$ cat src/rtl/id_ex_stage.sv
// ID/EX pipeline register with load-use hazard detection and EX operand forwarding.
// Control bits are cleared on flush/bubble; data fields are left as-is since they are don't-care when invalid.
module id_ex_stage #(
   parameter int DATA_WIDTH     = 32,
   parameter int SEL_WIDTH      = 4,
   parameter int REG_ADDR_WIDTH = 5
) (
   input  logic                      i_clk,
   input  logic                      i_rst,
   input  logic                      i_id_valid,
   input  logic [REG_ADDR_WIDTH-1:0] i_id_rs1_addr,
   input  logic [REG_ADDR_WIDTH-1:0] i_id_rs2_addr,
   input  logic [REG_ADDR_WIDTH-1:0] i_id_rd_addr,
   input  logic                      i_id_rs1_used,
   input  logic                      i_id_rs2_used,
   input  logic [DATA_WIDTH-1:0]     i_id_rs1_data,
   input  logic [DATA_WIDTH-1:0]     i_id_rs2_data,
   input  logic [DATA_WIDTH-1:0]     i_id_imm,
   input  logic [SEL_WIDTH-1:0]      i_id_alu_sel,
   input  logic                      i_id_use_imm,
   input  logic                      i_id_reg_write,
   input  logic                      i_id_mem_read,
   input  logic                      i_flush,
   input  logic                      i_ex_hold,
   input  logic                      i_mem_reg_write,
   input  logic [REG_ADDR_WIDTH-1:0] i_mem_rd_addr,
   input  logic [DATA_WIDTH-1:0]     i_mem_data,
   input  logic                      i_wb_reg_write,
   input  logic [REG_ADDR_WIDTH-1:0] i_wb_rd_addr,
   input  logic [DATA_WIDTH-1:0]     i_wb_data,
   output logic                      o_stall,
   output logic                      o_ex_valid,
   output logic [DATA_WIDTH-1:0]     o_src_a,
   output logic [DATA_WIDTH-1:0]     o_src_b,
   output logic [SEL_WIDTH-1:0]      o_alu_sel,
   output logic [DATA_WIDTH-1:0]     o_store_data,
   output logic [REG_ADDR_WIDTH-1:0] o_ex_rd_addr,
   output logic                      o_ex_reg_write,
   output logic                      o_ex_mem_read
);

   logic                      ex_valid;
   logic                      ex_reg_write;
   logic                      ex_mem_read;
   logic                      ex_use_imm;
   logic [REG_ADDR_WIDTH-1:0] ex_rs1_addr;
   logic [REG_ADDR_WIDTH-1:0] ex_rs2_addr;
   logic [REG_ADDR_WIDTH-1:0] ex_rd_addr;
   logic [DATA_WIDTH-1:0]     ex_rs1_data;
   logic [DATA_WIDTH-1:0]     ex_rs2_data;
   logic [DATA_WIDTH-1:0]     ex_imm;
   logic [SEL_WIDTH-1:0]      ex_alu_sel;

   logic                      load_use;
   logic [DATA_WIDTH-1:0]     rs1_fwd;
   logic [DATA_WIDTH-1:0]     rs2_fwd;

   always_comb begin
      load_use = ex_valid && ex_mem_read && (ex_rd_addr != '0) && i_id_valid &&
                 ((i_id_rs1_used && (i_id_rs1_addr == ex_rd_addr)) ||
                  (i_id_rs2_used && (i_id_rs2_addr == ex_rd_addr)));
      o_stall  = !i_flush && (i_ex_hold || load_use);
   end

   always_ff @(posedge i_clk or posedge i_rst) begin
      if (i_rst) begin
         ex_valid     <= 1'b0;
         ex_reg_write <= 1'b0;
         ex_mem_read  <= 1'b0;
         ex_use_imm   <= 1'b0;
         ex_rs1_addr  <= '0;
         ex_rs2_addr  <= '0;
         ex_rd_addr   <= '0;
         ex_rs1_data  <= '0;
         ex_rs2_data  <= '0;
         ex_imm       <= '0;
         ex_alu_sel   <= '0;
      end else if (i_flush || (!i_ex_hold && load_use)) begin
         ex_valid     <= 1'b0;
         ex_reg_write <= 1'b0;
         ex_mem_read  <= 1'b0;
      end else if (!i_ex_hold) begin
         // Gating with valid keeps reg_write/mem_read low for empty slots.
         ex_valid     <= i_id_valid;
         ex_reg_write <= i_id_valid && i_id_reg_write;
         ex_mem_read  <= i_id_valid && i_id_mem_read;
         ex_use_imm   <= i_id_use_imm;
         ex_rs1_addr  <= i_id_rs1_addr;
         ex_rs2_addr  <= i_id_rs2_addr;
         ex_rd_addr   <= i_id_rd_addr;
         ex_rs1_data  <= i_id_rs1_data;
         ex_rs2_data  <= i_id_rs2_data;
         ex_imm       <= i_id_imm;
         ex_alu_sel   <= i_id_alu_sel;
      end
   end

   // MEM result is younger than WB, so it wins when both match.
   always_comb begin
      rs1_fwd = ex_rs1_data;
      if (i_mem_reg_write && (i_mem_rd_addr != '0) && (i_mem_rd_addr == ex_rs1_addr))
         rs1_fwd = i_mem_data;
      else if (i_wb_reg_write && (i_wb_rd_addr != '0) && (i_wb_rd_addr == ex_rs1_addr))
         rs1_fwd = i_wb_data;

      rs2_fwd = ex_rs2_data;
      if (i_mem_reg_write && (i_mem_rd_addr != '0) && (i_mem_rd_addr == ex_rs2_addr))
         rs2_fwd = i_mem_data;
      else if (i_wb_reg_write && (i_wb_rd_addr != '0) && (i_wb_rd_addr == ex_rs2_addr))
         rs2_fwd = i_wb_data;
   end

   always_comb begin
      o_ex_valid     = ex_valid;
      o_ex_reg_write = ex_reg_write;
      o_ex_mem_read  = ex_mem_read;
      o_ex_rd_addr   = ex_rd_addr;
      o_alu_sel      = ex_alu_sel;
      o_src_a        = rs1_fwd;
      o_src_b        = ex_use_imm ? ex_imm : rs2_fwd;
      o_store_data   = rs2_fwd;
   end

endmodule

$ cat config.mk
export PLATFORM = sky130hd
export DESIGN_NAME = id_ex_stage
export DESIGN_NICKNAME = d
export VERILOG_FILES = /design/src/rtl/id_ex_stage.sv
export SDC_FILE = /design/constraint.sdc
export NUM_CORES = 1
export LEC_CHECK = 0
export CAP_MARGIN = 10
export CORE_MARGIN = 3
export CORE_UTILIZATION = 46
export CTS_CLUSTER_DIAMETER = 100
export DETAILED_ROUTE_END_ITERATION = 16
export PLACE_DENSITY = 0.95
export SLEW_MARGIN = 20
export SYNTH_ARGS = -nofsm -noshare
export SYNTH_HDL_FRONTEND = slang
export SYNTH_SLANG_ARGS = --single-unit
$ cat constraint.sdc
create_clock -name i_clk -period 6.1 [get_ports i_clk]
set_clock_uncertainty 0.1 [all_clocks]
set_input_delay 1.22 -clock i_clk [delete_from_list [all_inputs] [get_ports i_clk]]
set_output_delay 1.22 -clock i_clk [all_outputs]
set_load 0.1 [all_outputs]
==> run_summary.xml <==
<?xml version="1.0" encoding="UTF-8"?>
<metrics>
  <group name="critical_path">
    <metric name="cpLargestDelayFamily" unit="">compound AO/OA/AOI/OAI gates</metric>
    <metric name="crit_type" unit="">input pin to primary output</metric>
    <metric name="crit_required" unit="ns">4.78</metric>
    <metric name="critical_path.n_buffers_inverters" unit="">2</metric>
    <metric name="timing.critical_path.cells" unit="">clkdlybuf4s50_1 &gt; xnor2_1 &gt; o211ai_4 &gt; nor2_2 &gt; a211oi_1 &gt; o31ai_1 &gt; buf_12</metric>
    <metric name="startpoint_type" unit="">input pin</metric>
    <metric name="cpMaxStageDelayCell" unit="">sky130_fd_sc_hd__nor2_2</metric>
    <metric name="slowest_delay" unit="ns">0.81</metric>
    <metric name="timing.critical_path.fanout_max" unit="">14</metric>
    <metric name="cp-end-kind" unit="">primary output</metric>
    <metric name="cp.arrival" unit="ns">4.09</metric>
  </group>
  <group name="flow_run">
    <metric name="cap_violations" unit="">0</metric>
  </group>
  <group name="placed_design">
    <metric name="buffer_ports.inserted" unit="">309</metric>
    <metric name="gpl.final_weighted_congestion" unit="">0.856</metric>
    <metric name="dpl.hpwl" unit="mm">18.1</metric>
    <metric name="dpl_cell_area" unit="sq mm">0.0106</metric>
  </group>
  <group name="floorplan">
    <metric name="initial_core_util" unit="%">47.5</metric>
    <metric name="num_rows" unit="">44</metric>
    <metric name="chipHeight" unit="um">129</metric>
    <metric name="die-area" unit="sq mm">0.0166</metric>
    <metric name="die_width" unit="um">129</metric>
    <metric name="core_area" unit="sq mm">0.0146</metric>
    <metric name="num_io_pins" unit="">310</metric>
  </group>
  <group name="grt">
    <metric name="antenna_found_initial" unit="">0</metric>
    <metric name="grtUsageMet1" unit="%">33.6</metric>
    <metric name="grt_util_met3" unit="%">7.13</metric>
    <metric name="met2_track_demand_over_resource" unit="%">52.7</metric>
    <metric name="gr-max-usage-layer" unit="">met2</metric>
    <metric name="grt_overflow" unit="">0</metric>
    <metric name="track_usage" unit="%">29.4</metric>
    <metric name="first_pass_grt_wire_length" unit="mm">37.7</metric>
    <metric name="grt_pass1_vias" unit="">6813</metric>
    <metric name="grt_max_degree" unit="">79</metric>
  </group>
  <group name="timing">
    <metric name="slew_at_the_pin_closest_to_its_max_slew_limit" unit="ns">1.03</metric>
    <metric name="timing.slew.headroom" unit="%">31.0</metric>
    <metric name="final-hold-violation-count" unit="">0</metric>
    <metric name="timing.final.crit_period" unit="ns">5.41</metric>
    <metric name="final.period_utilization" unit="%">88.6</metric>
    <metric name="finalMaxSlewViolations" unit="">0</metric>
    <metric name="max_freq" unit="GHz">0.185</metric>
    <metric name="grt_setup_unrepaired" unit="">false</metric>
    <metric name="report.final.setup_viol" unit="">0</metric>
    <metric name="tns" unit="ns">0</metric>
  </group>
  <group name="synthesis">
    <metric name="postSynth.asyncResetShare" unit="%">100</metric>
    <metric name="post_synth_inst_count" unit="">616</metric>
    <metric name="netlist_area" unit="sq mm">0.00696</metric>
    <metric name="synth.cells.most_frequent" unit="">132 x sky130_fd_sc_hd__mux2_2, 119 x sky130_fd_sc_hd__dfrtp_1, 63 x sky130_fd_sc_hd__nor2_1</metric>
    <metric name="net_count_of_the_mapped_netlist" unit="">817</metric>
    <metric name="synth_area_leader_cell" unit="">sky130_fd_sc_hd__dfrtp_1</metric>
    <metric name="yosys-top-cells-area" unit="">sky130_fd_sc_hd__dfrtp_1 43%, sky130_fd_sc_hd__mux2_2 21%, sky130_fd_sc_hd__mux2i_1 4.6%, sky130_fd_sc_hd__nor2_1 3.4%, sky130_fd_sc_hd__xnor2_1 3.3%</metric>
    <metric name="ys_ff_latch" unit="">119</metric>
    <metric name="yosysTopAreaCellShare" unit="%">42.8</metric>
    <metric name="count_of_flip_flops_with_a_built_in_enable_after_synthesis" unit="">0</metric>
    <metric name="portion_of_the_post_synthesis_area_used_by_sequential_elements" unit="%">42.8</metric>
    <metric name="synthFlopType" unit="">sky130_fd_sc_hd__dfrtp_1</metric>
    <metric name="synth_cell_type_count" unit="">45</metric>
    <metric name="synth.avg_cell_area" unit="sq um">11.3</metric>
    <metric name="synth_most_common_cell" unit="">sky130_fd_sc_hd__mux2_2</metric>
    <metric name="synthesis.yosys.warnings" unit="">0</metric>
  </group>
  <group name="layout">
    <metric name="multi_input_logic_area" unit="sq mm">0.00367</metric>
    <metric name="postLayoutCellArea" unit="sq mm">0.0113</metric>
    <metric name="antenna_cells" unit="">0</metric>
    <metric name="final-seq-area" unit="sq mm">0.00298</metric>
    <metric name="fillCellCount" unit="">910</metric>
    <metric name="drive_above_1_share" unit="%">34.8</metric>
    <metric name="area_growth_syn_to_layout" unit="%">61.8</metric>
    <metric name="design.final.nets" unit="">1110</metric>
  </group>
  <group name="cts">
    <metric name="cts_inserted_buffers" unit="">17</metric>
    <metric name="worst_skew_pair.late_latency" unit="ns">0.41</metric>
    <metric name="postCtsHoldBufs" unit="">0</metric>
    <metric name="cts.repair_timing.setup_buffer_count" unit="">0</metric>
    <metric name="ctsLongestPathBuffers" unit="">2</metric>
    <metric name="root_buffer" unit="">sky130_fd_sc_hd__clkbuf_16</metric>
    <metric name="cts.reportedPaths.clkPinSlew" unit="ns">0.06</metric>
    <metric name="cts-htree-levels" unit="">4</metric>
    <metric name="cts_tree" unit="">built</metric>
    <metric name="ctsResizeCount" unit="">0</metric>
    <metric name="number_of_clock_sinks" unit="">119</metric>
  </group>
  <group name="hold_path">
    <metric name="hold_path.class" unit="">flip-flop to flip-flop</metric>
  </group>
  <group name="pwr">
    <metric name="totalPowerFinal" unit="uW">4290</metric>
    <metric name="leakagePower" unit="uW">0.00444</metric>
    <metric name="cellPowerDensity" unit="mW/mm^2">381</metric>
    <metric name="vdd_drop_max" unit="uV">281</metric>
  </group>
  <group name="detailed_routing">
    <metric name="drc" unit="">0</metric>
    <metric name="wl" unit="mm">24.9</metric>
    <metric name="routed_via_density" unit="">5.80</metric>
    <metric name="detail-route-antenna-nets" unit="">0</metric>
    <metric name="vias" unit="">6416</metric>
    <metric name="post_drt_wl_per_cell" unit="um">22.5</metric>
    <metric name="drt_first_iter_violations" unit="">485</metric>
    <metric name="drt_first_pass_iters" unit="">5</metric>
  </group>
  <group name="outcome">
    <metric name="run_status" unit="">complete, no violations</metric>
  </group>
</metrics>
[cells in the final DEF (no fill, tap or decap), types with 10 or more instances in the layout]
master	netlist	layout
sky130_fd_sc_hd__nor3_1	19	19
sky130_fd_sc_hd__dfrtp_1	119	118
sky130_fd_sc_hd__buf_12	0	65
sky130_fd_sc_hd__o21ai_1	10	10
sky130_fd_sc_hd__a21oi_1	34	34
sky130_fd_sc_hd__clkdlybuf4s50_1	0	212
sky130_fd_sc_hd__a211oi_2	10	10
sky130_fd_sc_hd__mux2i_1	32	32
sky130_fd_sc_hd__xnor2_1	26	26
sky130_fd_sc_hd__clkbuf_16	0	17
sky130_fd_sc_hd__a31oi_2	10	10
sky130_fd_sc_hd__buf_4	2	44
sky130_fd_sc_hd__mux2_2	132	132
sky130_fd_sc_hd__nand3_1	18	18
sky130_fd_sc_hd__nand2_1	16	16
sky130_fd_sc_hd__nor2_1	63	63
[through the flow]
stage | hold WS, ns | setup WS (ns) | utilization, % | instances
3_5_place_dp | 0.380 | 0.742 | 72.7 | 1074
2_1_floorplan | 0.373 | 0.00814 | - | 616
5_1_grt | 0.403 | 0.586 | 76.9 | 1106
6_report | 0.392 | 0.695 | 76.9 | 1106
3_3_place_gp | 0.377 | 0.877 | 72.7 | 1074
4_1_cts | 0.394 | 0.712 | 76.9 | 1106
[area by class of cell]
type                    instances  share of cell area, %
clock buffers                  19                   4.02
clock inverters                13                   1.51
inverters                       1                 0.0555
multi-input cells             449                   32.6
flip-flops and latches        119                   26.5
well taps                     184                   2.04
repair buffers                321                   33.3
[path summary, 6_finish.rpt]
check	from	endpoint	slack, ns	depth (start not counted)
max	i_wb_rd_addr[2]	o_src_b[7]	0.69	7
min	o_ex_reg_write$_DFFE_PP0P_	o_ex_reg_write$_DFFE_PP0P_	0.39	1
max in group asynchronous	i_rst	ex_rs1_data[20]$_DFFE_PP0P_	3.41	3
min in group asynchronous	i_rst	ex_rs1_data[15]$_DFFE_PP0P_	1.28	2
max reg2reg	o_ex_rd_addr[4]$_DFFE_PP0P_	ex_rs1_data[19]$_DFFE_PP0P_	3.40	6
min reg2reg	o_ex_reg_write$_DFFE_PP0P_	o_ex_reg_write$_DFFE_PP0P_	0.39	1
[routing by layer]
metal	share of wire, %	up-vias	wire length [um]
li1	-	2845	-
met1	37	3150	9150
met3	8.0	58	1990
met5	0	-	0
met2	52	363	13000
met4	3.2	0	794
[where the power goes]
group / switching, uW / internal [uW] / total (uW) / leakage (uW)
registers: 99.0 / 905 / 1000 / 0.00140
logic: 1460 / 768 / 2230 / 0.00275
clock network: 391 / 669 / 1060 / 0.000296
total: 1950 / 2340 / 4290 / 0.00444
[flip-flops by register name, summed over array words and instances, names as in the netlist]
signal          count
o_ex_reg_write      1
ex_rs1_addr         5
ex_use_imm          1
ex_rs2_addr         5
ex_imm             32
o_ex_mem_read       1
o_ex_rd_addr        5
o_ex_valid          1
o_alu_sel           4
ex_rs2_data        32
ex_rs1_data        32
[cells by family (layout without fill, tap and decap cells)]
logic type      Yosys count  count (layout)  share of synthesized area, %
mux                     166             166                          26.3
simple gates            132             132                          8.88
compound gates          121             121                          13.6
flops                   119             119                          42.8
buf+inv                  48             354                          4.71
xor+xnor                 30              30                          3.77
(Power assumes the default switching activity.)
